### config.mk
export PLATFORM = sky130hd
export DESIGN_NAME = router_controller_mp
export DESIGN_NICKNAME = d
export VERILOG_FILES = /design/src/rtl/router_controller_mp.sv
export SDC_FILE = /design/constraint.sdc
export NUM_CORES = 1
export LEC_CHECK = 0
export CORE_MARGIN = 4
export CORE_UTILIZATION = 25
export DETAILED_ROUTE_END_ITERATION = 10
export GPL_TIMING_DRIVEN = 0
export PLACE_DENSITY_LB_ADDON = 0.2
export SLEW_MARGIN = 20
export SYNTH_ARGS = -nofsm -noshare
export SYNTH_HDL_FRONTEND = slang
export SYNTH_SLANG_ARGS = --single-unit
### constraint.sdc
create_clock -name clk -period 11.5 [get_ports clk]
set_input_delay 2.3 -clock clk [delete_from_list [all_inputs] [get_ports clk]]
set_output_delay 2.3 -clock clk [all_outputs]
set_load 0.005 [all_outputs]
### src/rtl/router_controller_mp.sv
// Router controller: memory-read arbiter handshake, local header injection and a
// round-robin TTL-based flit forwarder. Define ROUTER_DROP_CNT_EN to add drop_cnt.
module router_controller_mp #(
   parameter int DATA_WIDTH      = 64,
   parameter int ADDR_WIDTH      = 10,
   parameter int NUM_PORTS       = 4,
   parameter int NUMBER_PACKET   = 19,
   parameter int TTL_INIT        = 2,
   parameter int ROUTER_ID_WIDTH = 2,
   parameter int ROUTER_ID       = 0,
   localparam int TTL_W          = 2,
   localparam int PN_W           = $clog2(NUMBER_PACKET + 1),
   localparam int HDR_W          = TTL_W + PN_W + ROUTER_ID_WIDTH
) (
   input  logic                            clk,
   input  logic                            rst,
   input  logic                            start_req,
   input  logic [ADDR_WIDTH-1:0]           start_src_addr,
   input  logic [ADDR_WIDTH-1:0]           start_dst_addr,
   output logic                            done,
   output logic                            read_req,
   input  logic                            read_gnt,
   output logic [ADDR_WIDTH-1:0]           arb_src_addr,
   input  logic                            encap_ready,
   output logic [ADDR_WIDTH-1:0]           dst_addr_send,
   output logic [HDR_W-1:0]                header_send,
   input  logic [NUM_PORTS-1:0]            in_empty,
   output logic [NUM_PORTS-1:0]            in_rd,
   input  logic [NUM_PORTS*DATA_WIDTH-1:0] in_data,
   input  logic [NUM_PORTS-1:0]            out_full,
   output logic [NUM_PORTS-1:0]            out_we,
   output logic [DATA_WIDTH-1:0]           out_data,
   input  logic                            local_full,
   output logic                            local_we
`ifdef ROUTER_DROP_CNT_EN
   ,
   output logic [15:0]                     drop_cnt
`endif
);

   localparam int PTR_W = $clog2(NUM_PORTS);

   typedef enum logic [1:0] {IDLE, RD, CAP, WR} state_t;

   state_t                 state;
   logic [PTR_W-1:0]       rr_ptr;
   logic [PTR_W-1:0]       sel;
   logic [NUM_PORTS-1:0]   tgt;
   logic                   served;
   logic [PN_W-1:0]        pkt_num;
   logic [DATA_WIDTH-1:0]  cap_flit;
   logic [DATA_WIDTH-1:0]  mod_flit;
   logic [TTL_W-1:0]       cap_ttl;

   function automatic logic [PTR_W-1:0] pick_port(input logic [NUM_PORTS-1:0] emp,
                                                  input logic [PTR_W-1:0]     ptr);
      logic [PTR_W-1:0] r;
      logic [PTR_W-1:0] idx;
      logic             found;
      r     = ptr;
      found = 1'b0;
      for (int k = 0; k < NUM_PORTS; k++) begin
         idx = PTR_W'((int'(ptr) + k) % NUM_PORTS);
         if (!found && !emp[idx]) begin
            r     = idx;
            found = 1'b1;
         end
      end
      return r;
   endfunction

   function automatic logic [NUM_PORTS-1:0] port_bit(input logic [PTR_W-1:0] p);
      return NUM_PORTS'(1) << p;
   endfunction

   function automatic logic [PTR_W-1:0] next_ptr(input logic [PTR_W-1:0] p);
      return (p == PTR_W'(NUM_PORTS - 1)) ? '0 : p + PTR_W'(1);
   endfunction

`ifdef ROUTER_DROP_CNT_EN
   function automatic logic [15:0] sat_inc(input logic [15:0] v);
      return (v == 16'hFFFF) ? v : v + 16'd1;
   endfunction
`endif

   // Arbiter: one grant per start_req assertion; served blocks re-requesting until start_req drops.
   always_ff @(posedge clk or posedge rst) begin
      if (rst) begin
         read_req     <= 1'b0;
         done         <= 1'b0;
         served       <= 1'b0;
         arb_src_addr <= '0;
      end else if (!start_req) begin
         read_req     <= 1'b0;
         done         <= 1'b0;
         served       <= 1'b0;
         arb_src_addr <= '0;
      end else if (read_req && read_gnt) begin
         read_req <= 1'b0;
         done     <= 1'b1;
         served   <= 1'b1;
      end else begin
         done <= 1'b0;
         if (!served) begin
            read_req     <= 1'b1;
            arb_src_addr <= start_src_addr;
         end
      end
   end

   always_ff @(posedge clk or posedge rst) begin
      if (rst) begin
         pkt_num       <= PN_W'(1);
         header_send   <= '0;
         dst_addr_send <= '0;
      end else if (encap_ready) begin
         header_send   <= {TTL_W'(TTL_INIT), pkt_num, ROUTER_ID_WIDTH'(ROUTER_ID)};
         dst_addr_send <= start_dst_addr;
         pkt_num       <= (pkt_num == PN_W'(NUMBER_PACKET)) ? PN_W'(1) : pkt_num + PN_W'(1);
      end
   end

   assign cap_flit = in_data[int'(sel)*DATA_WIDTH +: DATA_WIDTH];
   assign cap_ttl  = cap_flit[HDR_W-1 -: TTL_W];

   always_comb begin
      mod_flit = cap_flit;
      mod_flit[HDR_W-1 -: TTL_W] = (cap_ttl > TTL_W'(1)) ? cap_ttl - TTL_W'(1) : '0;
   end

   // Forwarder: strobes default low so each read/write is a single-cycle pulse.
   always_ff @(posedge clk or posedge rst) begin
      if (rst) begin
         state    <= IDLE;
         rr_ptr   <= '0;
         sel      <= '0;
         tgt      <= '0;
         in_rd    <= '0;
         out_we   <= '0;
         local_we <= 1'b0;
         out_data <= '0;
`ifdef ROUTER_DROP_CNT_EN
         drop_cnt <= '0;
`endif
      end else begin
         in_rd    <= '0;
         out_we   <= '0;
         local_we <= 1'b0;
         case (state)
            IDLE: begin
               if (!(&in_empty)) begin
                  sel   <= pick_port(in_empty, rr_ptr);
                  in_rd <= port_bit(pick_port(in_empty, rr_ptr));
                  state <= RD;
               end
            end
            RD: state <= CAP;
            CAP: begin
               if (cap_ttl == '0) begin
                  rr_ptr <= next_ptr(sel);
                  state  <= IDLE;
`ifdef ROUTER_DROP_CNT_EN
                  drop_cnt <= sat_inc(drop_cnt);
`endif
               end else begin
                  out_data <= mod_flit;
                  tgt      <= (cap_ttl > TTL_W'(1)) ? ~port_bit(sel) : '0;
                  state    <= WR;
               end
            end
            WR: begin
               // All targets must be free together so the flit is never half-delivered.
               if (!local_full && ((tgt & out_full) == '0)) begin
                  local_we <= 1'b1;
                  out_we   <= tgt;
                  rr_ptr   <= next_ptr(sel);
                  state    <= IDLE;
               end
            end
            default: state <= IDLE;
         endcase
      end
   end

endmodule
==> out/qor.txt <==
======================================================================================================
Result of the run ....................................................................... complete, no violations
Data arrival time of the critical path ..................................................      4.35 ns
Number of pins exceeding their max-slew limit in the final report .......................            0
Critical path fanouts, max ..............................................................           10
CTS Hold Buffers Added ..................................................................            0
Pin count of the biggest net entering global routing ....................................           68
Synth Warn # ............................................................................            0
Setup repair after global routing missed its margin .....................................        false
Leak Pwr ................................................................................     4.336 nW
Number of antenna repair diodes .........................................................            0
GPL Wtd Cong ............................................................................       0.7322
# rows ..................................................................................           57
Area enclosed by the die boundary ....................................................... 0.02723 sq mm
Final Hold Violating Endpoints ..........................................................            0
Min-Delay Startpoint .................................................................... out_data[8]$_DFFE_PP0P_
Global routing usage summed across all routing layers ...................................       15.33%
Critical path type ......................................................................       in2reg
Average cell area after synthesis .......................................................  14.82 sq um
Combined area of the multi-input logic cells ............................................ 0.003040 sq mm
Worst Max-Slew Pin Slew .................................................................    0.8920 ns
First-pass GRT wire length .............................................................. 31,710 microns
Cells on Worst Hold Path ................................................................            2
Clock transition at the register clock pins on the worst setup and hold paths after CTS .      0.06 ns
Worst clock skew ........................................................................  0.008585 ns
First element of the critical path ......................................................  in_data[72]
Total area of sequential cells .......................................................... 0.002929 sq mm
Fraction of layout instances using a drive strength above 1 .............................       18.10%
Reg2reg start ........................................................................... sel[1]$_DFFE_PP0P_
Post-synthesis cell count ...............................................................          416
GRT overflow ............................................................................            0
Maximum root-to-sink buffer count .......................................................            2
Drt via density .........................................................................        4.424
Layout Cells excl Fill ..................................................................        1,164
Worst R2R Path Depth ....................................................................            4
Count of buffers added by post-CTS timing repair for setup ..............................            0
Area of the placeable core .............................................................. 0.02432 sq mm
Share of the yosys chip area belonging to registers .....................................       47.51%
Total Wirelength ........................................................................ 21,620 microns
Largest vdd supply drop .................................................................   0.08286 mV
Die span in y ........................................................................... 165.0 microns
Iteration-0 DRC Markers .................................................................          198
Vias in the first global route ..........................................................        5,485
Most used DFF post-synth ................................................................      dfrtp_1
Post-synth EDFFs ........................................................................            0
Die width ............................................................................... 165.0 microns
Post-route DRC violation count ..........................................................            0
Number of max-capacitance violations reported ...........................................            0
Top Ports ...............................................................................          394
Total via count after detailed routing ..................................................        5,150
Power density relative to cell area ..................................................... 210.8 mW/mm^2
CTS buffer count ........................................................................           17
Post-Syn Area ........................................................................... 0.006165 sq mm
Commonest cells after routing, fill and taps aside ...................................... 390 x clkdlybuf4s50_1, 116 x dfrtp_1, 64 x mux4_2
Number of inserted filler cells in the final layout .....................................        2,264
Level count of the clock H-tree .........................................................            4
Placed insts ............................................................................        1,133
Distinct cell type count of the synthesized netlist .....................................           42
Buffers added on ports ..................................................................          390
Post_cts resized ........................................................................            0
Achievable frequency ....................................................................    246.0 MHz
Clock latency on the worst-skew pair ....................................................      0.41 ns
Buffer cell driving the clock tree root .................................................    clkbuf_16
Half-perimeter wire length after placement .............................................. 17,390 microns
Sort of element at the start of the critical path .......................................   input port
Final routed wire length divided by cell count .......................................... 18.57 microns
Number of flip-flops and latches in the synthesized netlist .............................          117
Number of clock sinks ...................................................................          117
Antenna violations before repair ........................................................            0
Most common library cell in the layout ignoring fill and taps ........................... clkdlybuf4s50_1
Antenna-violating nets left .............................................................            0
Area grow syn2layout ....................................................................       80.52%
Fraction of registers with async set/reset ..............................................       100.0%
Final TNS setup .........................................................................         0 ns
Flop2flop setup slack ...................................................................      8.96 ns
Final nets ..............................................................................        1,123
Final cycle utilization of the critical path ............................................       35.35%
Worst EP required .......................................................................     11.79 ns
Clock tree from TritonCTS ...............................................................        built
Effective utilization at floorplan ......................................................       25.35%
Worst hold path class ...................................................................      reg2reg
Critical Path Sink Type .................................................................         flop
Final setup violation count .............................................................            0
First-pass iteration count of the detailed router .......................................            4
Relative max-transition margin ..........................................................       40.53%
Post-layout min period ..................................................................     4.065 ns
======================================================================================================
==> registers in the layout (all words and copies together) (netlist names), 2 cells and up <==
name and count:
out_data 64, arb_src_addr 10, dst_addr_send 10, header_send 6, pkt_num 5, in_rd 4
out_we 4, tgt 4, rr_ptr 2, sel 2, state 2
==> where the power goes <==
| group | leakage, nW | internal [mW] | switching, mW |
|---|---|---|---|
| logic | 2.64 | 0.695 | 0.427 |
| registers | 1.41 | 0.579 | 0.0941 |
| clock network | 0.287 | 0.349 | 0.202 |
==> path summary, 6_finish.rpt <==
kind | endpoint
hold / removal | out_data[8]$_DFFE_PP0P_
setup reg to reg | out_data[55]$_DFFE_PP0P_
min in group asynchronous | arb_src_addr[1]$_DFFE_PP0P_
setup / recovery | out_data[58]$_DFFE_PP0P_
max in group asynchronous | pkt_num[0]$_DFFE_PP1P_
hold reg to reg | out_data[8]$_DFFE_PP0P_
==> synthesized netlist by cell type, drive strengths merged, types with 3 or more instances <==
| master | n | share of area, % |
|---|---|---|
| mux2 | 80 | 15 |
| and2 | 4 | 0.41 |
| ha | 5 | 1.0 |
| o21ai | 11 | 1.1 |
| nor3 | 3 | 0.24 |
| clkbuf | 9 | 0.55 |
| a21oi | 7 | 0.57 |
| nand3 | 7 | 0.57 |
| nor2b | 6 | 0.61 |
| dfrtp | 116 | 47 |
| inv | 8 | 0.49 |
| mux4 | 64 | 23 |
| nor2 | 5 | 0.30 |
| nand2 | 36 | 2.2 |
| o31ai | 4 | 0.49 |
| a21boi | 10 | 1.2 |
| buf | 20 | 2.3 |
==> cell type report <==
type / instances / share of cell area [%]
inverters: 8 / 0.3148
repair buffers: 391 / 35.33
clock buffers: 18 / 3.946
clock inverters: 13 / 1.574
multi-input cells: 264 / 27.32
well taps: 324 / 3.643
flip-flops and latches: 117 / 26.32
plain buffers: 29 / 1.552
==> metrics by stage <==
stage | worst slack, ns | instance area [sq um] | util, % | power, mW | hold WS [ns]
after floorplan | 6.101 | 6172 | - | 1.270 | 0.4622
after global placement | 4.060 | 10480 | 43.10 | 1.823 | 0.4521
after detailed placement | 6.977 | 10510 | 43.23 | 1.834 | 0.4644
after CTS | 7.420 | 11130 | 45.76 | 2.404 | 0.4776
after global routing | 7.367 | 11130 | 45.76 | 2.518 | 0.4971
final | 7.435 | 11130 | 45.76 | 2.346 | 0.4746
==> routing by layer <==
metal	wire [microns]	GRT usage (%)	vias to the layer above
met1	8592	18.63	2504
met4	394	5.482	0
met3	1736	4.168	23
met5	0	0	-
li1	-	-	2415
met2	10900	26.11	208
==> worst max-delay path, stage by stage <==
cell             delay (ns)
clkdlybuf4s50_1        0.46
mux4_2                 0.55
o21ai_4                0.44
buf_6                  0.24
mux2_2                 0.35
==> cells by family (layout without fill, tap and decap cells) <==
group | count (synthesis) | after routing | synth area share [%]
flops | 117 | 117 | 47.51
buf+inv | 37 | 459 | 3.288
xor+xnor | 1 | 1 | 0.1421
mux | 145 | 145 | 38.16
simple gates | 69 | 69 | 5.277
other cells | 1 | 3 | 0.06083
compound gates | 41 | 41 | 4.547
fa+ha+maj | 5 | 5 | 1.015
No activity file was read; power rests on OpenSTA's default activity.
